`src/rtl/bin2bcd_if.sv`:
```
// Handshake and result bundle for bin2bcd_seq: the controller drives start/bin,
// and the converter returns busy/done plus the packed BCD, ASCII and overflow results.
interface bin2bcd_if #(
    parameter int W      = 8,
    parameter int DIGITS = 3
);
    logic                  start;
    logic [W-1:0]          bin;
    logic                  busy;
    logic                  done;
    logic [4*DIGITS-1:0]   bcd;
    logic [8*DIGITS-1:0]   ascii;
    logic                  ovf;

    modport master (
        output start, bin,
        input  busy, done, bcd, ascii, ovf
    );

    modport slave (
        input  start, bin,
        output busy, done, bcd, ascii, ovf
    );
endinterface

```
`src/rtl/bin2bcd_seq.sv`:
```
// Sequential double-dabble binary-to-BCD converter, one input bit per clock,
// with ASCII digit output and an overflow flag when DIGITS cannot hold the value.
module bin2bcd_seq #(
    parameter int W      = 8,
    parameter int DIGITS = 3
) (
    input  logic       clk,
    input  logic       rst_n,
    bin2bcd_if.slave   bus
);
    localparam int CW = $clog2(W + 1);
    localparam int BW = 4 * DIGITS;
    localparam int AW = 8 * DIGITS;

    typedef enum logic [0:0] {
        IDLE = 1'b0,
        CONV = 1'b1
    } state_t;

    state_t          state_q, state_d;
    logic [W-1:0]    shift_q, shift_d;
    logic [BW-1:0]   work_q, work_d;
    logic [CW-1:0]   cnt_q, cnt_d;
    logic            acc_q, acc_d;
    logic            busy_q, busy_d;
    logic            done_q, done_d;
    logic            ovf_q, ovf_d;
    logic [BW-1:0]   bcd_q, bcd_d;
    logic [AW-1:0]   ascii_q, ascii_d;

    logic [BW-1:0]   adj_s;
    logic [BW-1:0]   work_next_s;
    logic            acc_next_s;

    // Add 3 to every digit >= 5; digits are independent, no carry between them.
    function automatic logic [BW-1:0] dabble_adjust(input logic [BW-1:0] v);
        logic [BW-1:0] r;
        r = v;
        for (int i = 0; i < DIGITS; i++) begin
            if (v[4*i +: 4] >= 4'd5) begin
                r[4*i +: 4] = v[4*i +: 4] + 4'd3;
            end else begin
                r[4*i +: 4] = v[4*i +: 4];
            end
        end
        return r;
    endfunction

    function automatic logic [AW-1:0] to_ascii(input logic [BW-1:0] b);
        logic [AW-1:0] r;
        r = '0;
        for (int i = 0; i < DIGITS; i++) begin
            r[8*i +: 8] = {4'h3, b[4*i +: 4]};
        end
        return r;
    endfunction

    // Next-state, datapath and output-register computation.
    always_comb begin
        state_d = state_q;
        shift_d = shift_q;
        work_d  = work_q;
        cnt_d   = cnt_q;
        acc_d   = acc_q;
        busy_d  = busy_q;
        done_d  = 1'b0;
        ovf_d   = ovf_q;
        bcd_d   = bcd_q;
        ascii_d = ascii_q;

        adj_s       = dabble_adjust(work_q);
        work_next_s = {adj_s[BW-2:0], shift_q[W-1]};
        // The bit leaving the top digit would belong to a digit we do not keep.
        acc_next_s  = acc_q | adj_s[BW-1];

        case (state_q)
            IDLE: begin
                if (bus.start) begin
                    shift_d = bus.bin;
                    work_d  = '0;
                    cnt_d   = '0;
                    acc_d   = 1'b0;
                    busy_d  = 1'b1;
                    state_d = CONV;
                end else begin
                    state_d = IDLE;
                end
            end
            CONV: begin
                work_d  = work_next_s;
                shift_d = shift_q << 1;
                acc_d   = acc_next_s;
                cnt_d   = cnt_q + CW'(1);
                if (cnt_q == CW'(W - 1)) begin
                    bcd_d   = work_next_s;
                    ascii_d = to_ascii(work_next_s);
                    ovf_d   = acc_next_s;
                    done_d  = 1'b1;
                    busy_d  = 1'b0;
                    state_d = IDLE;
                end else begin
                    state_d = CONV;
                end
            end
            default: begin
                state_d = IDLE;
                busy_d  = 1'b0;
            end
        endcase
    end

    // State and output registers with asynchronous active-low reset.
    always_ff @(posedge clk or negedge rst_n) begin
        if (!rst_n) begin
            state_q <= IDLE;
            shift_q <= '0;
            work_q  <= '0;
            cnt_q   <= '0;
            acc_q   <= 1'b0;
            busy_q  <= 1'b0;
            done_q  <= 1'b0;
            ovf_q   <= 1'b0;
            bcd_q   <= '0;
            ascii_q <= {DIGITS{8'h30}};
        end else begin
            state_q <= state_d;
            shift_q <= shift_d;
            work_q  <= work_d;
            cnt_q   <= cnt_d;
            acc_q   <= acc_d;
            busy_q  <= busy_d;
            done_q  <= done_d;
            ovf_q   <= ovf_d;
            bcd_q   <= bcd_d;
            ascii_q <= ascii_d;
        end
    end

    assign bus.busy  = busy_q;
    assign bus.done  = done_q;
    assign bus.bcd   = bcd_q;
    assign bus.ascii = ascii_q;
    assign bus.ovf   = ovf_q;
endmodule

```
`src/flat_wrapper.sv`:
```
// flat-port wrapper written by rule: the top's interface ports become plain ports
module bin2bcd_seq_flat 
#(
    parameter int W      = 8,
    parameter int DIGITS = 3
)
  (clk, rst_n, bus_start, bus_bin, bus_busy, bus_done, bus_bcd, bus_ascii, bus_ovf);
  bin2bcd_if #(.W(W), .DIGITS(DIGITS)) bus_i ();
  input  logic clk;
  input  logic rst_n;
  input wire logic [$bits(bus_i.start)-1:0] bus_start;
  input wire logic [$bits(bus_i.bin)-1:0] bus_bin;
  output wire logic [$bits(bus_i.busy)-1:0] bus_busy;
  output wire logic [$bits(bus_i.done)-1:0] bus_done;
  output wire logic [$bits(bus_i.bcd)-1:0] bus_bcd;
  output wire logic [$bits(bus_i.ascii)-1:0] bus_ascii;
  output wire logic [$bits(bus_i.ovf)-1:0] bus_ovf;
  assign bus_i.start = bus_start;
  assign bus_i.bin = bus_bin;
  assign bus_busy = bus_i.busy;
  assign bus_done = bus_i.done;
  assign bus_bcd = bus_i.bcd;
  assign bus_ascii = bus_i.ascii;
  assign bus_ovf = bus_i.ovf;
  bin2bcd_seq #(.W(W), .DIGITS(DIGITS)) u_core (.clk(clk), .rst_n(rst_n), .bus(bus_i));
endmodule
```
`config.mk`:
```
export PLATFORM = sky130hd
export DESIGN_NAME = bin2bcd_seq_flat
export DESIGN_NICKNAME = d
export VERILOG_FILES = /design/src/rtl/bin2bcd_if.sv /design/src/rtl/bin2bcd_seq.sv /design/src/flat_wrapper.sv
export SDC_FILE = /design/constraint.sdc
export NUM_CORES = 1
export LEC_CHECK = 0
export CAP_MARGIN = 5
export CORE_UTILIZATION = 49
export CTS_CLUSTER_SIZE = 16
export DETAILED_ROUTE_END_ITERATION = 12
export PLACE_DENSITY = 0.77
export SLEW_MARGIN = 20
export SYNTH_ARGS = -nofsm -noshare
export SYNTH_HDL_FRONTEND = slang
export SYNTH_SLANG_ARGS = --single-unit
```
`constraint.sdc`:
```
create_clock -name clk -period 1.7 [get_ports clk]
set_input_delay 0.34 -clock clk [delete_from_list [all_inputs] [get_ports clk]]
set_output_delay 0.34 -clock clk [all_outputs]
set_load 0.005 [all_outputs]
```
==> impl_results.md <==
* Switching share of power at 35.6%
* Register bit count reported by yosys at 41
* First-pass GRT wire length at 6240 um
* Detailed Route WL at 3590 um
* Clock transition at path regs at 70 ps
* Flop pwr share at 38.9%
* CTS Buffer Depth at 2
* CP Cell Sequence: ha_1, nand2b_2, a21oi_2, mux2i_2, mux2_2
* Vias at 1,463
* Internal Power at 0.00290 W
* Power density over cell area at 1820 nW/um^2
* Slew headroom at 66.2%
* Logic pwr share at 47.1%
* Dpl cell area at 2370 sq um
* Reg2Reg Depth at 5
* FMAX at 0.624 GHz
* CTS resizes at 0
* CTS sink count at 41
* Wire per inst at 12.6 um
* Die width at 67.1 um
* Grt total ovfl at 0
* Worst reg2reg endpoint: u_core.bus.bcd[10]$_DFFE_PN0P_
* Slowest stage delay, CP at 450 ps
* Net Sw Power at 0.00160 W
* Cell taking the most area after synthesis: dfrtp_1
* Die area at 4500 sq um
* Initial antenna violation count at 0
* Most common cell after layout, fill and taps aside: dfrtp_1
* Syn Area/Cell at 9.88 sq um
* Clk_lat worst skew at 290 ps
* Layout cells sized above 1 at 10.6%
* Final GP Congestion at 0.695
* GR Util All Layers at 19.2%
* Synth Instances at 210
* Setup Total Neg Slack at 0 ps
* Worst-Margin Slew at 507 ps
* DR pass1 iterations at 4
* Min Tclk post-route at 1600 ps
* Detail Route Antenna Nets at 0
* Design Area, Final at 2470 sq um
* Crit path max fanout at 5
* CTS Hold Buffers Added at 0
* Final period utilization at 94.3%
* Peak supply drop at 0.723 mV
* Root Buffer: clkbuf_8
* Dpl hpwl at 2520 um
* Slowest library cell on the worst path: dfrtp_1
* Boundary Pins at 50
* Critical Path RT at 1930 ps
* Synth Warn # at 0
* Nets at 254
* Layout Skew at 5.54 ps
* Outcome: finished clean
* Commonest non-fill, non-tap cells in the layout: dfrtp_1 (41), clkdlybuf4s50_1 (36), nand2_1 (30)
* Netlist Area Pre-Place at 2070 sq um
* Count of pins over their slew limit at 0
* Top cells by area, synth: dfrtp_1 (49%), buf_4 (8.7%), nand2_1 (5.4%), mux2i_1 (4.3%), ha_1 (4.2%)
* Setup Crit Path Kind: register to register
* # setup viols final at 0
* Seq/Total Area, Yosys at 49.5%
* Cell Rows at 23
* Yosys top cell area share at 49.5%
* Largest net degree at the start of global routing at 42
* DRC Markers at 0
* DRT iter0 DRCs at 49
* RSZ-0062 raised after global routing: false
* CP endpoint kind: register
* Crit start category: register
* Vias in the first global route at 1,424
* Final Util at 61.3%
* Vias per cell at 5.12
* IO Port Bufs at 37
* Worst reg2reg startpoint: u_core.work_q[8]$_DFFE_PN0P_
* ANT cells at 0
* H-tree depth at 2
* Final Hold Vio Count at 0
* Min-Delay Path Class: input pin to async pin
* Die height at 67.1 um
* Initial core utilization at 51.5%
* Lkg Pwr at 1.11 nW
* Max Cap Viol at 0
* Synth-to-Final Area Change at 19.0%
* Yosys cell types at 31
* CTS tree: built
* Clk pwr share at 14.0%
* CP arrival at 1840 ps
* Core ar. at 4030 sq um
* R2r setup slk at 100 ps
* Setup bufs post-CTS at 0
* Cts bufs inserted at 5
-- per-layer routing --
metal  part of all wire [%]  global-route usage [%]
met1                     46                    23.7
met2                     48                    30.4
met3                    4.1                    5.82
met4                    1.9                    8.78
met5                      0                       0
-- cell usage after synthesis --
library cell	instances
nand2b_2	1
a21o_1	2
buf_1	1
nor3_1	2
nand4b_1	1
nand3_1	3
xor2_1	1
nand2_1	30
conb_1	2
clkbuf_1	2
o22ai_1	7
nand2b_1	3
buf_2	6
dfrtp_1	41
a22o_1	4
inv_1	7
mux2_4	1
ha_1	7
xnor2_1	3
mux2_2	4
o21ai_0	17
nor3b_1	4
a21oi_1	9
o21ai_1	8
a21oi_2	1
o31ai_1	1
and2_1	1
mux2i_1	9
inv_2	2
buf_4	24
nor2_1	6
-- worst max-delay path: cells and delay by family, from the launching register on --
kind	cells	cell delay [ps]
mux	2	450
fa+ha+maj	1	220
simple gates	1	200
compound gates	1	230
flops	1	450
-- worst max path at each step --
stage	start	to	depth (start not counted)
2_1_floorplan	u_core.work_q[0]$_DFFE_PN0P_	u_core.work_q[2]$_DFFE_PN0P_	6
3_3_place_gp	u_core.work_q[8]$_DFFE_PN0P_	u_core.bus.bcd[10]$_DFFE_PN0P_	6
3_5_place_dp	u_core.work_q[0]$_DFFE_PN0P_	u_core.work_q[2]$_DFFE_PN0P_	6
4_1_cts	u_core.work_q[0]$_DFFE_PN0P_	u_core.work_q[2]$_DFFE_PN0P_	6
5_1_grt	u_core.work_q[0]$_DFFE_PN0P_	u_core.work_q[2]$_DFFE_PN0P_	6
6_report	u_core.work_q[8]$_DFFE_PN0P_	u_core.bus.bcd[10]$_DFFE_PN0P_	5
-- state kept, by name, indices dropped and copies added (netlist names) --
register and cells:
u_core.state_q 1, u_core.acc_q 1, u_core.cnt_q 4, u_core.shift_q 8
u_core.bus.busy 1, u_core.bus.bcd 12, u_core.bus.done 1, u_core.bus.ovf 1
u_core.work_q 12
-- power by group through the flow --
stage	logic [W]	clock network [W]	registers [W]
finish	0.00212	0.000632	0.00175
detailed placement	0.00208	0	0.00176
floorplan	0.00145	0	0.00169
global placement	0.00202	0	0.00174
global route	0.00240	0.000695	0.00182
CTS	0.00209	0.000654	0.00174
-- cells by family after synthesis --
logic type                 Yosys count  synth area share (%)
xor gates and xnor gates             4                  1.69
AOI/OAI and AO/OA                   49                  13.5
DFF                                 41                  49.5
adders and majority gates            7                  4.22
muxes                               14                  7.24
other                                2                 0.362
and+or+nand+nor                     51                  11.2
buffers and inverters               42                  12.3
-- area by class of cell --
type / instances / area [sq um]
tap: 50 / 62.6
inverter: 9 / 33.8
timing repair buffer: 42 / 415
multi-input combinational: 137 / 845
clock buffer: 7 / 86.3
sequential: 41 / 1030
fill: 387 / 1560
-- through the flow --
stage	std cells	total power (W)	worst slack, ps	hold slack [ps]
after floorplan	220	0.00315	202	44.4
after global placement	279	0.00375	159	438
after detailed placement	279	0.00384	56.1	435
after CTS	286	0.00449	34.6	116
after global routing	286	0.00492	0.231	141
final	286	0.00450	97.7	98.3
Power figures use the tool's default switching activity.
